===== config.mk =====
export PLATFORM = sky130hd
export DESIGN_NAME = mips_multicycle_ctrl
export DESIGN_NICKNAME = d
export VERILOG_FILES = /design/src/rtl/mips_ctrl_pkg.sv /design/src/rtl/mips_multicycle_ctrl_op_decode.sv /design/src/rtl/mips_multicycle_ctrl.sv
export SDC_FILE = /design/constraint.sdc
export NUM_CORES = 1
export LEC_CHECK = 0
export CORE_AREA = 8 8 57 59
export DETAILED_ROUTE_END_ITERATION = 16
export DIE_AREA = 0 0 65 67
export MAX_ROUTING_LAYER = met4
export PLACE_DENSITY = 0.84
export REMOVE_ABC_BUFFERS = 1
export SKIP_CTS_REPAIR_TIMING = 1
export SYNTH_ARGS = -nofsm -noshare
export SYNTH_HDL_FRONTEND = slang
export SYNTH_SLANG_ARGS = --single-unit
export TNS_END_PERCENT = 100

===== constraint.sdc =====
create_clock -name clk -period 4.5 [get_ports clk]
set_clock_uncertainty 0.2 [all_clocks]
set_input_delay 1.35 -clock clk [delete_from_list [all_inputs] [get_ports clk]]
set_output_delay 1.35 -clock clk [all_outputs]
set_load 0.02 [all_outputs]

===== src/rtl/mips_ctrl_pkg.sv =====
// mips_ctrl_pkg: shared state, opcode/function, ALU and select encodings for the multicycle MIPS control.
package mips_ctrl_pkg;
  localparam int ALU_OP_BITS = 4;

  typedef enum logic [2:0] {FETCH, DECODE, EXEC, MEM, WB, HALT} state_e;

  typedef enum logic [ALU_OP_BITS-1:0] {
    ALU_ADD, ALU_SUB, ALU_AND, ALU_OR, ALU_XOR, ALU_SLT,
    ALU_SLTU, ALU_SLL, ALU_SRL, ALU_SRA, ALU_LUI
  } alu_op_e;

  typedef enum logic [3:0] {
    CL_NOP, CL_RALU, CL_IALU, CL_LW, CL_SW, CL_BR, CL_J, CL_JAL, CL_JR
  } cls_e;

  localparam logic [5:0] OP_RTYPE = 6'h00, OP_J = 6'h02, OP_JAL = 6'h03, OP_BEQ = 6'h04,
                         OP_BNE = 6'h05, OP_ADDIU = 6'h09, OP_SLTI = 6'h0A, OP_ANDI = 6'h0C,
                         OP_ORI = 6'h0D, OP_XORI = 6'h0E, OP_LUI = 6'h0F, OP_LW = 6'h23,
                         OP_SW = 6'h2B;

  localparam logic [5:0] FN_SLL = 6'h00, FN_SRL = 6'h02, FN_SRA = 6'h03, FN_JR = 6'h08,
                         FN_ADDU = 6'h21, FN_SUBU = 6'h23, FN_AND = 6'h24, FN_OR = 6'h25,
                         FN_XOR = 6'h26, FN_SLT = 6'h2A, FN_SLTU = 6'h2B;

  localparam logic [1:0] PC_SRC_PC4 = 2'd0, PC_SRC_BR = 2'd1, PC_SRC_JMP = 2'd2, PC_SRC_RS = 2'd3;
  localparam logic [1:0] SRCB_RT = 2'd0, SRCB_4 = 2'd1, SRCB_SEXT = 2'd2, SRCB_ZEXT = 2'd3;
  localparam logic [1:0] DST_RT = 2'd0, DST_RD = 2'd1, DST_RA = 2'd2;
  localparam logic [1:0] M2R_ALU = 2'd0, M2R_MDR = 2'd1, M2R_PC4 = 2'd2;
endpackage


===== src/rtl/mips_multicycle_ctrl_op_decode.sv =====
// mips_ctrl_op_decode: maps op_code/fn_code to instruction class, ALU op, EXEC B-operand and a supported flag.
module mips_ctrl_op_decode
  import mips_ctrl_pkg::*;
(
  input  logic [5:0] op_code,
  input  logic [5:0] fn_code,
  output cls_e       cls,
  output alu_op_e    alu_op,
  output logic [1:0] alu_src_b,
  output logic       supported
);
  always_comb begin
    cls = CL_NOP;
    alu_op = ALU_ADD;
    alu_src_b = SRCB_RT;
    case (op_code)
      OP_RTYPE: begin
        cls = CL_RALU;
        case (fn_code)
          FN_ADDU: alu_op = ALU_ADD;
          FN_SUBU: alu_op = ALU_SUB;
          FN_AND:  alu_op = ALU_AND;
          FN_OR:   alu_op = ALU_OR;
          FN_XOR:  alu_op = ALU_XOR;
          FN_SLT:  alu_op = ALU_SLT;
          FN_SLTU: alu_op = ALU_SLTU;
          FN_SLL:  alu_op = ALU_SLL;
          FN_SRL:  alu_op = ALU_SRL;
          FN_SRA:  alu_op = ALU_SRA;
          FN_JR:   cls = CL_JR;
          default: cls = CL_NOP;
        endcase
      end
      OP_ADDIU: begin cls = CL_IALU; alu_src_b = SRCB_SEXT; end
      OP_SLTI:  begin cls = CL_IALU; alu_src_b = SRCB_SEXT; alu_op = ALU_SLT; end
      OP_ANDI:  begin cls = CL_IALU; alu_src_b = SRCB_ZEXT; alu_op = ALU_AND; end
      OP_ORI:   begin cls = CL_IALU; alu_src_b = SRCB_ZEXT; alu_op = ALU_OR; end
      OP_XORI:  begin cls = CL_IALU; alu_src_b = SRCB_ZEXT; alu_op = ALU_XOR; end
      OP_LUI:   begin cls = CL_IALU; alu_src_b = SRCB_ZEXT; alu_op = ALU_LUI; end
      OP_LW:    begin cls = CL_LW; alu_src_b = SRCB_SEXT; end
      OP_SW:    begin cls = CL_SW; alu_src_b = SRCB_SEXT; end
      OP_BEQ, OP_BNE: begin cls = CL_BR; alu_op = ALU_SUB; end
      OP_J:     cls = CL_J;
      OP_JAL:   cls = CL_JAL;
      default:  cls = CL_NOP;
    endcase
    supported = cls != CL_NOP;
  end
endmodule


===== src/rtl/mips_multicycle_ctrl.sv =====
// mips_multicycle_ctrl: multicycle FETCH/DECODE/EXEC/MEM/WB control FSM with halt detection.
// Define MIPS_CTRL_ILLEGAL_TRAP_EN to trap unsupported encodings into HALT with a sticky illegal flag.
module mips_multicycle_ctrl
  import mips_ctrl_pkg::*;
#(
  parameter int ALU_OP_W = 4
) (
  input  logic                clk,
  input  logic                reset_n,
  input  logic [5:0]          op_code,
  input  logic [5:0]          fn_code,
  input  logic                alu_zero,
  input  logic                pc_next_zero,
  input  logic                mem_waitrequest,
  output logic                mem_read,
  output logic                mem_write,
  output logic                i_or_d,
  output logic                ir_write,
  output logic                pc_write,
  output logic [1:0]          pc_src,
  output logic                alu_src_a,
  output logic [1:0]          alu_src_b,
  output logic [ALU_OP_W-1:0] alu_op,
  output logic                reg_write,
  output logic [1:0]          reg_dst,
  output logic [1:0]          mem_to_reg,
  output logic                active,
  output logic                illegal
);
  state_e     state_q, state_d;
  cls_e       cls;
  alu_op_e    dec_op, alu_op_c;
  logic [1:0] dec_src_b;
  logic       supported;
  logic       is_jump;

  mips_ctrl_op_decode u_dec (
    .op_code  (op_code),
    .fn_code  (fn_code),
    .cls      (cls),
    .alu_op   (dec_op),
    .alu_src_b(dec_src_b),
    .supported(supported)
  );

  assign is_jump = cls == CL_J || cls == CL_JAL || cls == CL_JR;
  assign alu_op = ALU_OP_W'(alu_op_c);
  assign active = state_q != HALT;

  // Everything is gated by reset_n so an in-flight request drops the moment reset asserts.
  always_comb begin
    state_d = state_q;
    mem_read = 1'b0;
    mem_write = 1'b0;
    i_or_d = 1'b0;
    ir_write = 1'b0;
    pc_write = 1'b0;
    pc_src = PC_SRC_PC4;
    alu_src_a = 1'b0;
    alu_src_b = SRCB_RT;
    alu_op_c = ALU_ADD;
    reg_write = 1'b0;
    reg_dst = DST_RT;
    mem_to_reg = M2R_ALU;
    if (reset_n) begin
      case (state_q)
        FETCH: begin
          mem_read = 1'b1;
          alu_src_b = SRCB_4;
          ir_write = !mem_waitrequest;
          pc_write = !mem_waitrequest;
          state_d = mem_waitrequest ? FETCH : DECODE;
        end
        DECODE: begin
          alu_src_b = SRCB_SEXT;
`ifdef MIPS_CTRL_ILLEGAL_TRAP_EN
          state_d = supported ? EXEC : HALT;
`else
          state_d = supported ? EXEC : FETCH;
`endif
        end
        EXEC: begin
          alu_src_a = !is_jump;
          alu_src_b = dec_src_b;
          alu_op_c = dec_op;
          pc_write = cls == CL_BR ? (alu_zero ~^ (op_code == OP_BEQ)) : is_jump;
          pc_src = cls == CL_BR ? PC_SRC_BR : cls == CL_JR ? PC_SRC_RS : is_jump ? PC_SRC_JMP : PC_SRC_PC4;
          reg_write = cls == CL_JAL;
          reg_dst = cls == CL_JAL ? DST_RA : DST_RT;
          mem_to_reg = cls == CL_JAL ? M2R_PC4 : M2R_ALU;
          state_d = (cls == CL_LW || cls == CL_SW) ? MEM : (cls == CL_RALU || cls == CL_IALU) ? WB : FETCH;
        end
        MEM: begin
          mem_read = cls == CL_LW;
          mem_write = cls == CL_SW;
          i_or_d = 1'b1;
          state_d = mem_waitrequest ? MEM : cls == CL_LW ? WB : FETCH;
        end
        WB: begin
          reg_write = 1'b1;
          reg_dst = cls == CL_RALU ? DST_RD : DST_RT;
          mem_to_reg = cls == CL_LW ? M2R_MDR : M2R_ALU;
          state_d = FETCH;
        end
        default: state_d = HALT;
      endcase
      if (pc_write && pc_next_zero) state_d = HALT;
    end
  end

  always_ff @(posedge clk or negedge reset_n) begin
    if (!reset_n) state_q <= FETCH;
    else state_q <= state_d;
  end

`ifdef MIPS_CTRL_ILLEGAL_TRAP_EN
  logic illegal_q;
  always_ff @(posedge clk or negedge reset_n) begin
    if (!reset_n) illegal_q <= 1'b0;
    else illegal_q <= illegal_q | (state_q == DECODE && !supported);
  end
  assign illegal = illegal_q;
`else
  assign illegal = 1'b0;
`endif
endmodule

==> impl_metrics.tcl <==
set metrics [dict create \
    synth.mux.area_fraction 0.0457 \
    cts_tree "yes" \
    reg_top3 "state_q (3)" \
    hold_path_class "register to register" \
    wirelength_um 4020 \
    gr-total-overflow 0 \
    r2r_setup_slack_ns 2.49 \
    grtUsageTotal 0.168 \
    synthSimpleGateAreaFrac 0.439 \
    crit_path_top_delay_cell "clkdlybuf4s50_1" \
    synth_compound_gate_area_share 0.319 \
    post-route-drc-count 0 \
    synth_area_sq_um 903 \
    max_stage_delay_ns 0.49 \
    die_h_um 67 \
    yosysSeqAreaShare 0.0831 \
    ios 38 \
    irDropWorstVdd_mv 0.200 \
    clock_latency_ns 0.27 \
    fin_crit_ns 4.46 \
    critical_path_class "input pin to output pin" \
    grt_pass1_wl_um 5770 \
    clock.fmax_mhz 224 \
    setup_violations 0 \
    largest_reg_flops 3 \
    grt_pass1_vias 1285 \
    synth-xor-area-share 0.0194 \
    antenna_found_initial 0 \
    outcome "finished clean" \
    synth_warnings 0 \
    clk_pin_slew_ns 0.04 \
    start_kind "input pin" \
    p_leak_nw 0.952 \
    synthCells 147 \
    synth_enable_flop_cells 0 \
    diodes 0 \
    cts.sinks 3 \
    endpoint_kind "output pin" \
    largest_register "state_q" \
    firstDrtPassIters 4 \
    start_util 0.382 \
    core_area_sq_um 2360 \
    num_rows 18 \
    fin_tns_setup_ns 0 \
    gp_congestion 0.903 \
    clock_path_buffers 2 \
    powerDensity_nw_per_um2 178 \
    wl_per_cell_um 16.4 \
    synthFlopType "dfrtp_1" \
    vias 1418 \
    synth.distinct_cells 50 \
    hold_viol 0 \
    grt_max_degree 16 \
    layout-drive-gt1-share 0.347 \
    arrival_ns 2.91 \
    drtIter0Drc 72 \
    die-area_sq_um 4360 \
    maxCapViolCount 0 \
    hpwlAfterDp_um 2850 \
    syn_avg_cell_area_sq_um 6.15 \
    ant_nets 0 \
    synth-adder-area-share 0 \
    critPathMaxFanout 4 \
    root_buffer "clkbuf_4" \
    holdWs_ns 0.571 \
    synth_seq_cells 3 \
    synth_top_family_by_area "simple AND/OR/NAND/NOR gates" \
    synthToLayoutAreaGrowth_pct 89.2 \
    post-route-period-util 0.991 \
    slew_viol_final 0 \
    final_common_cell "buf_4" \
    rsz0062_at_grt "true" \
    io_buffer_count 36 \
    critical_path_required_ns 2.95 \
    htreeDepth 1 \
    viasPerCell 5.76 \
    die_width_um 65 \
    path_cells "clkdlybuf4s50_1 -> inv_2 -> or3_4 -> buf_4 -> a21oi_4 -> buf_6 -> nor4_4 -> buf_4" \
    cts_made_buffers 3 \
    nets 234 \
    layout_common_cells "buf_4, nor2_1, dlymetal6s2s_1" \
    final_core_util 0.723 \
    path_common_cell "buf_4" \
    async_flop_share 1.00 \
]
-- cells by family after synthesis --
| group | count (synthesis) |
|---|---|
| other cells | 1 |
| flops | 3 |
| compound gates | 42 |
| simple gates | 77 |
| xor+xnor | 2 |
| mux | 4 |
| buf+inv | 18 |
-- per-layer routing --
| metal | vias to the layer above | track usage | wire length, um |
|---|---|---|---|
| met5 | - | - | 0 |
| met4 | 0 | 0.0654 | 92 |
| met3 | 13 | 0.0503 | 323 |
| met2 | 80 | 0.288 | 2090 |
| met1 | 657 | 0.178 | 1520 |
| li1 | 668 | - | - |
-- per-stage QoR --
stage | cell area, sq um | worst slack, ns | total power [mW] | std cells
floorplan | 841 | -0.134 | 0.140 | 134
detailed placement | 1520 | -0.690 | 0.233 | 238
CTS | 1550 | -0.691 | 0.291 | 242
finish | 1710 | 0.0400 | 0.304 | 246
global placement | 1520 | -0.674 | 0.227 | 238
global route | 1710 | -0.0307 | 0.325 | 246
-- synth_stat cells (2+ instances only) --
cell | count | area, sq um
nor2_1 | 25 | 93.8
buf_4 | 2 | 15.0
inv_1 | 5 | 18.8
a31oi_1 | 2 | 12.5
nor4_1 | 2 | 12.5
nand2_1 | 17 | 63.8
clkbuf_1 | 6 | 22.5
o21ai_0 | 3 | 15.0
nand4_1 | 2 | 12.5
or3_1 | 3 | 18.8
o211ai_1 | 2 | 15.0
dfrtp_1 | 3 | 75.1
nor3_1 | 8 | 40.0
nor2b_1 | 5 | 31.3
nand3_1 | 3 | 15.0
or2_2 | 2 | 12.5
a32oi_1 | 2 | 17.5
mux2i_1 | 3 | 30.0
o31ai_1 | 4 | 30.0
buf_2 | 4 | 20.0
a21oi_1 | 15 | 75.1
-- critical path: cells and delay by family --
kind	cells	cell delay, ns
AOI/OAI and AO/OA	1	0.14
buffers and inverters	5	0.99
and+or+nand+nor	2	0.43
-- report_power, final --
part | leakage, nW | switching, mW | internal (mW)
combinational | 0.900 | 0.101 | 0.0897
clock | 0.0150 | 0.0235 | 0.0338
sequential | 0.0368 | 0.0223 | 0.0339
total | 0.952 | 0.147 | 0.157
-- layout make-up --
cell class / count / area (sq um)
inverter: 5 / 18.8
fill: 164 / 656
multi-input combinational: 126 / 836
tap: 30 / 37.5
sequential: 3 / 75.1
clock buffer: 4 / 26.3
timing repair buffer: 78 / 716
-- worst paths after layout --
kind,to,cells after the start,from
min in group asynchronous,state_q[1],3,reset_n
worst min-delay path,state_q[0],1,state_q[0]
max in group asynchronous,state_q[2],3,reset_n
worst max register to register,state_q[2],6,state_q[1]
worst max-delay path,reg_dst[0],8,op_code[3]
worst min register to register,state_q[0],1,state_q[0]
Power figures use the tool's default switching activity.
